===== src/rtl/multicycle_control_fsm.sv =====
`timescale 1ns/1ps
// -----------------------------------------------------------------------------
// multicycle_control_fsm
//
// Purpose:
//   Sequencing controller for the multi-cycle RISC-V core. Steps the shared
//   ALU, register file, PC and unified memory port through the
//   FETCH/DECODE/EXEC/MEM/WB phases. It also counts retired instructions and
//   keeps a sticky flag for illegal opcodes.
//
// Ports:
//   clk            - system clock, rising edge
//   rst_n          - asynchronous active-low reset
//   i_opcode       - instr[6:0] from the instruction register
//   i_funct3       - instr[14:12]
//   i_funct7_5     - instr[30]
//   i_mem_ready    - memory completes the current request this cycle
//   i_branch_taken - branch comparison result, meaningful in EXEC for BRANCH
//   o_mem_req      - memory request active
//   o_mem_we       - memory write (store)
//   o_ir_write     - load instruction register
//   o_pc_write     - PC <= PC+4
//   o_pc_branch    - PC <= branch target
//   o_alu_src_b    - 0 = rs2, 1 = immediate
//   o_alu_op       - ALU operation select
//   o_reg_write    - register file write enable
//   o_wb_sel       - 0 = ALU result, 1 = memory data
//   o_state        - current state (debug)
//   o_illegal      - sticky illegal-opcode flag
//   o_retired      - number of completed instructions (wraps silently)
// -----------------------------------------------------------------------------
module multicycle_control_fsm #(
  parameter int CNT_W = 32
) (
  input  logic             clk,
  input  logic             rst_n,
  input  logic [6:0]       i_opcode,
  input  logic [2:0]       i_funct3,
  input  logic             i_funct7_5,
  input  logic             i_mem_ready,
  input  logic             i_branch_taken,
  output logic             o_mem_req,
  output logic             o_mem_we,
  output logic             o_ir_write,
  output logic             o_pc_write,
  output logic             o_pc_branch,
  output logic             o_alu_src_b,
  output logic [3:0]       o_alu_op,
  output logic             o_reg_write,
  output logic             o_wb_sel,
  output logic [2:0]       o_state,
  output logic             o_illegal,
  output logic [CNT_W-1:0] o_retired
);

  typedef enum logic [2:0] {
    ST_IDLE   = 3'd0,
    ST_FETCH  = 3'd1,
    ST_DECODE = 3'd2,
    ST_EXEC   = 3'd3,
    ST_MEM    = 3'd4,
    ST_WB     = 3'd5,
    ST_TRAP   = 3'd6
  } state_t;

  typedef enum logic [2:0] {
    CL_R      = 3'd0,
    CL_I      = 3'd1,
    CL_LOAD   = 3'd2,
    CL_STORE  = 3'd3,
    CL_BRANCH = 3'd4
  } class_t;

  state_t             r_state;
  class_t             r_class;
  logic [2:0]         r_funct3;
  logic               r_funct7_5;
  logic               r_illegal;
  logic [CNT_W-1:0]   r_retired;

  state_t             w_next_state;
  class_t             w_dec_class;
  logic               w_dec_legal;
  logic               w_retire;

  // Opcode classification. It is only consumed while in DECODE; the result is
  // latched there so later phases do not depend on the IR staying stable.
  always_comb begin
    w_dec_class = CL_R;
    w_dec_legal = 1'b1;
    case (i_opcode)
      7'b0110011: w_dec_class = CL_R;
      7'b0010011: w_dec_class = CL_I;
      7'b0000011: w_dec_class = CL_LOAD;
      7'b0100011: w_dec_class = CL_STORE;
      7'b1100011: w_dec_class = CL_BRANCH;
      default:    w_dec_legal = 1'b0;
    endcase
  end

  // State register, latched instruction fields, sticky illegal flag and the
  // retired-instruction counter.
  always_ff @(posedge clk or negedge rst_n) begin
    if (!rst_n) begin
      r_state    <= ST_IDLE;
      r_class    <= CL_R;
      r_funct3   <= 3'd0;
      r_funct7_5 <= 1'b0;
      r_illegal  <= 1'b0;
      r_retired  <= '0;
    end else begin
      r_state <= w_next_state;
      if (r_state == ST_DECODE) begin
        if (w_dec_legal) begin
          r_class    <= w_dec_class;
          r_funct3   <= i_funct3;
          r_funct7_5 <= i_funct7_5;
        end else begin
          r_illegal <= 1'b1;
        end
      end
      if (w_retire) begin
        r_retired <= r_retired + CNT_W'(1);
      end
    end
  end

  // Next-state and control decode. Every output defaults to 0 so IDLE, TRAP
  // and the unused encoding drive nothing into the datapath.
  always_comb begin
    w_next_state = r_state;
    w_retire     = 1'b0;
    o_mem_req    = 1'b0;
    o_mem_we     = 1'b0;
    o_ir_write   = 1'b0;
    o_pc_write   = 1'b0;
    o_pc_branch  = 1'b0;
    o_alu_src_b  = 1'b0;
    o_alu_op     = 4'b0000;
    o_reg_write  = 1'b0;
    o_wb_sel     = 1'b0;
    case (r_state)
      ST_IDLE: begin
        w_next_state = ST_FETCH;
      end
      ST_FETCH: begin
        o_mem_req = 1'b1;
        if (i_mem_ready) begin
          o_ir_write   = 1'b1;
          o_pc_write   = 1'b1;
          w_next_state = ST_DECODE;
        end
      end
      ST_DECODE: begin
        w_next_state = w_dec_legal ? ST_EXEC : ST_TRAP;
      end
      ST_EXEC: begin
        case (r_class)
          CL_R: begin
            o_alu_op     = {r_funct7_5, r_funct3};
            w_next_state = ST_WB;
          end
          CL_I: begin
            // Only the shift-right pair uses instr[30] to pick SRAI vs SRLI;
            // for the other immediates that bit is part of the immediate.
            o_alu_op     = {(r_funct3 == 3'b101) ? r_funct7_5 : 1'b0, r_funct3};
            o_alu_src_b  = 1'b1;
            w_next_state = ST_WB;
          end
          CL_LOAD, CL_STORE: begin
            o_alu_op     = 4'b0000;
            o_alu_src_b  = 1'b1;
            w_next_state = ST_MEM;
          end
          CL_BRANCH: begin
            o_alu_op     = 4'b1000;
            o_pc_branch  = i_branch_taken;
            w_retire     = 1'b1;
            w_next_state = ST_FETCH;
          end
          default: begin
            w_next_state = ST_TRAP;
          end
        endcase
      end
      ST_MEM: begin
        o_mem_req = 1'b1;
        o_mem_we  = (r_class == CL_STORE);
        if (i_mem_ready) begin
          if (r_class == CL_STORE) begin
            w_retire     = 1'b1;
            w_next_state = ST_FETCH;
          end else begin
            w_next_state = ST_WB;
          end
        end
      end
      ST_WB: begin
        o_reg_write  = 1'b1;
        o_wb_sel     = (r_class == CL_LOAD);
        w_retire     = 1'b1;
        w_next_state = ST_FETCH;
      end
      ST_TRAP: begin
        w_next_state = ST_TRAP;
      end
      default: begin
        w_next_state = ST_IDLE;
      end
    endcase
  end

  assign o_state   = r_state;
  assign o_illegal = r_illegal;
  assign o_retired = r_retired;

endmodule


===== config.mk =====
export PLATFORM = sky130hd
export DESIGN_NAME = multicycle_control_fsm
export DESIGN_NICKNAME = d
export VERILOG_FILES = /design/src/rtl/multicycle_control_fsm.sv
export SDC_FILE = /design/constraint.sdc
export NUM_CORES = 1
export LEC_CHECK = 0
export ABC_AREA = 1
export CAP_MARGIN = 15
export CORE_MARGIN = 5
export CORE_UTILIZATION = 35
export DETAILED_ROUTE_END_ITERATION = 12
export DONT_BUFFER_PORTS = 1
export GPL_TIMING_DRIVEN = 0
export PLACE_DENSITY = 0.45
export SLEW_MARGIN = 5
export SYNTH_ARGS = -nofsm -noshare
export SYNTH_HDL_FRONTEND = slang
export SYNTH_SLANG_ARGS = --single-unit

===== constraint.sdc =====
create_clock -name clk -period 4 [get_ports clk]
set_input_delay 0.8 -clock clk [delete_from_list [all_inputs] [get_ports clk]]
set_output_delay 0.8 -clock clk [all_outputs]
set_load 0.03 [all_outputs]

==> results.toml <==
[layout]
nFillCells = 817
seqCellArea_um2 = 1080
multi_input_area_um2 = 1310
drive_above_1_share_pct = 7.39
fin_util_pct = 39.1
stdcell_area_um2 = 2850
nNetsFinal = 394
area_growth_pct = 7.75
final_cells = 478
antenna_cells = 0

[global_routing]
grt_overflow_total = 0
gr-usage-all-layers_pct = 14.8
grt_pass1_wl_um = 11400
grt_pass1_vias = 2177
grt_max_degree = 44
antenna_found_initial = 0

[floorplan]
die_h_um = 97.0
rows = 31
boundaryPins = 63
die_area_um2 = 9400
dieWidth_um = 97.0
core-area_um2 = 7290
initial_core_util_pct = 36.3

[clocking]
htreeDepth = 2
cts_root_buf = "clkbuf_8"
cts_tree = "done"
worstSkewPairLatency_ns = 0.30
ctsHoldBuffers = 0
post_cts_resized = 0
clkSinkCount = 43
post_cts_buffers = 0
cts_inserted_buffers = 5
clock_path_buffers = 2
clkTransAtPathRegs_ns = 0.09

[worst_setup_path]
worst_setup_path_end_kind = "output port"
rr_endpoint = "o_retired[7]$_DFFE_PN0P_"
startpoint_type = "register"
cp_cell_sequence = "inv_2 -> nor3_2 -> nor3b_1"
crit_required_ns = 3.20
crit_type = "register to output port"
cp-startpoint = "o_state[0]$_DFFE_PN0P_"
cpPeakStageDelay_ns = 0.84
slowest_stage = "nor3b_1"
r2r-start = "o_state[0]$_DFFE_PN0P_"
endpoint = "o_wb_sel"
rrSetupSlack_ns = 1.90
critPathBufInv = 1
path_depth = 3
cp.arrival_ns = 2.50
critPathTopFamily = "simple AND/OR/NAND/NOR gates"
r2r_cells = 8
crit_fanout = 5

[logic_synthesis]
ys_warn_count = 0
yosysTopAreaCell = "dfrtp_1"
syn_inst = 371
syn_area_um2 = 2650
yosysSeqAreaShare_pct = 40.7
synthTopCellsByArea = "dfrtp_1 41%, nand2_1 18%, inv_1 6.7%"
syn_nets = 387
synth_top_area_share_pct = 40.7
synth_edf_count = 0
ys_seq_elements = 43
synth_cell_type_count = 27
dominantRegCellSynth = "dfrtp_1"
syn_area_per_cell_um2 = 7.13
ys_async_sr_fraction_pct = 100

[timing]
drv_slew = 0
period_share_pct = 82.4
hold_viol = 0
layout_min_cycle_time_ns = 3.30
maxSlewHeadroom_pct = 35.6
clock.fmax_mhz = 303
setup_viol = 0
worstMarginPinSlew_ns = 0.958
skew_ns = 0.00598
hold_ws_ns = 0.185
rsz0062_at_grt = "no"
fin_setup_tns_ns = 0

[pwr]
peakVddDrop_v = 0.000346
leakage_nw = 1.29
powerDensity_nw_per_um2 = 484

[placed_design]
port-buffer-count = 0
postPlaceCellArea_um2 = 2770
dp_hpwl_um = 5230
place.gp.congestion = 0.818
post-place-cells = 470

[detailed_routing]
vias_per_cell = 4.87
ant_nets = 0
drc = 0
drt_iter0_markers = 58
vias = 2330
routedWlPerCell_um = 14.4
drt-pass1-iter-count = 5
wl_um = 6900

[flow_run]
maxCapViolations = 0

[outcome]
status = "finished, final reports clean"

[min_path]
worstHoldPathType = "primary input to async pin"
## routing by layer
layer  vias up  share of wire, %  global-route usage (%)
met5         -                 0                       0
met4         0              0.97                    3.56
met3         6               5.5                    4.60
met2        47                46                    23.8
met1      1103                47                    19.5
li1       1174                 -                       -
## cell families (layout without fill, tap and decap cells)
family	count (synthesis)	in the layout	synth area share, %
AO/OA/AOI/OAI	15	15	2.98
XOR/XNOR	16	16	5.30
adder cells (fa/ha/maj)	1	1	0.473
buffers and inverters	55	63	9.74
flip-flops	43	43	40.7
AND/OR/NAND/NOR	241	241	40.9
## layout make-up
cell class,instances,share of cell area [%]
buffer,6,2.59
clock buffer,7,2.68
clock inverter,1,0.176
inverter,49,6.45
multi-input combinational,273,46.0
sequential,43,37.7
tap,99,4.34
## stage by stage
stage | power [mW] | setup WS [ns]
detailed placement | 1.12 | 1.02
finish | 1.38 | 0.705
CTS | 1.40 | 0.679
global placement | 1.12 | 1.02
global route | 1.48 | 0.586
floorplan | 1.01 | 1.20
## registers in the layout, summed over array words and instances, names as in the netlist
register and cells:
r_funct7_5 1, o_retired 32, o_illegal 1, r_funct3 3
r_class 3, o_state 3
## how the worst min path moves through the flow
stage                                 from                         to  slack [ns]  depth (start not counted)
floorplan           r_funct7_5$_DFFE_PN0P_     r_funct7_5$_DFFE_PN0P_        0.44                          2
global placement    r_funct7_5$_DFFE_PN0P_     r_funct7_5$_DFFE_PN0P_        0.47                          2
detailed placement  r_funct7_5$_DFFE_PN0P_     r_funct7_5$_DFFE_PN0P_        0.46                          2
CTS                                  rst_n  o_retired[11]$_DFFE_PN0P_        0.18                          0
global route                         rst_n     o_state[2]$_DFFE_PN0P_        0.16                          0
finish                               rst_n     o_state[2]$_DFFE_PN0P_        0.18                          0
## synth_stat cells, types with 2 or more instances
library cell,count
nand4_1,10
xor2_1,7
inv_2,2
a21oi_1,7
nand3_1,27
nand4_2,4
nand2_1,127
nor2_1,45
nor3b_1,2
buf_12,2
nor3_1,9
inv_1,47
nor2_2,6
nand3b_1,7
dfrtp_1,43
o21ai_0,5
xnor2_1,9
buf_4,3
## power breakdown
group	total, mW	internal (mW)	switching [mW]
clock network	0.281	0.123	0.158
logic	0.443	0.143	0.300
registers	0.656	0.494	0.162
total	1.38	0.759	0.620
## cells in the final DEF (no fill, tap or decap)
cell type / netlist / layout
nor3_2: 1 / 1
ha_1: 1 / 1
dfrtp_1: 43 / 43
nand3_2: 1 / 1
a21oi_1: 7 / 7
clkinv_2: 0 / 1
nand3_1: 27 / 27
nand4_2: 4 / 4
nand2_1: 127 / 127
buf_6: 1 / 1
o211ai_1: 1 / 1
o21ai_1: 1 / 1
nand2_4: 1 / 1
clkbuf_8: 0 / 5
xnor2_1: 9 / 9
inv_1: 47 / 47
buf_12: 2 / 2
buf_4: 3 / 3
nand3b_1: 7 / 7
o21ai_0: 5 / 5
nor3b_1: 2 / 2
nand4_1: 10 / 10
nor2_1: 45 / 45
inv_2: 2 / 2
nand2_2: 1 / 1
nor3_1: 9 / 9
xor2_1: 7 / 7
clkbuf_1: 0 / 2
a31oi_1: 1 / 1
nor2_2: 6 / 6
(Power assumes the default switching activity.)
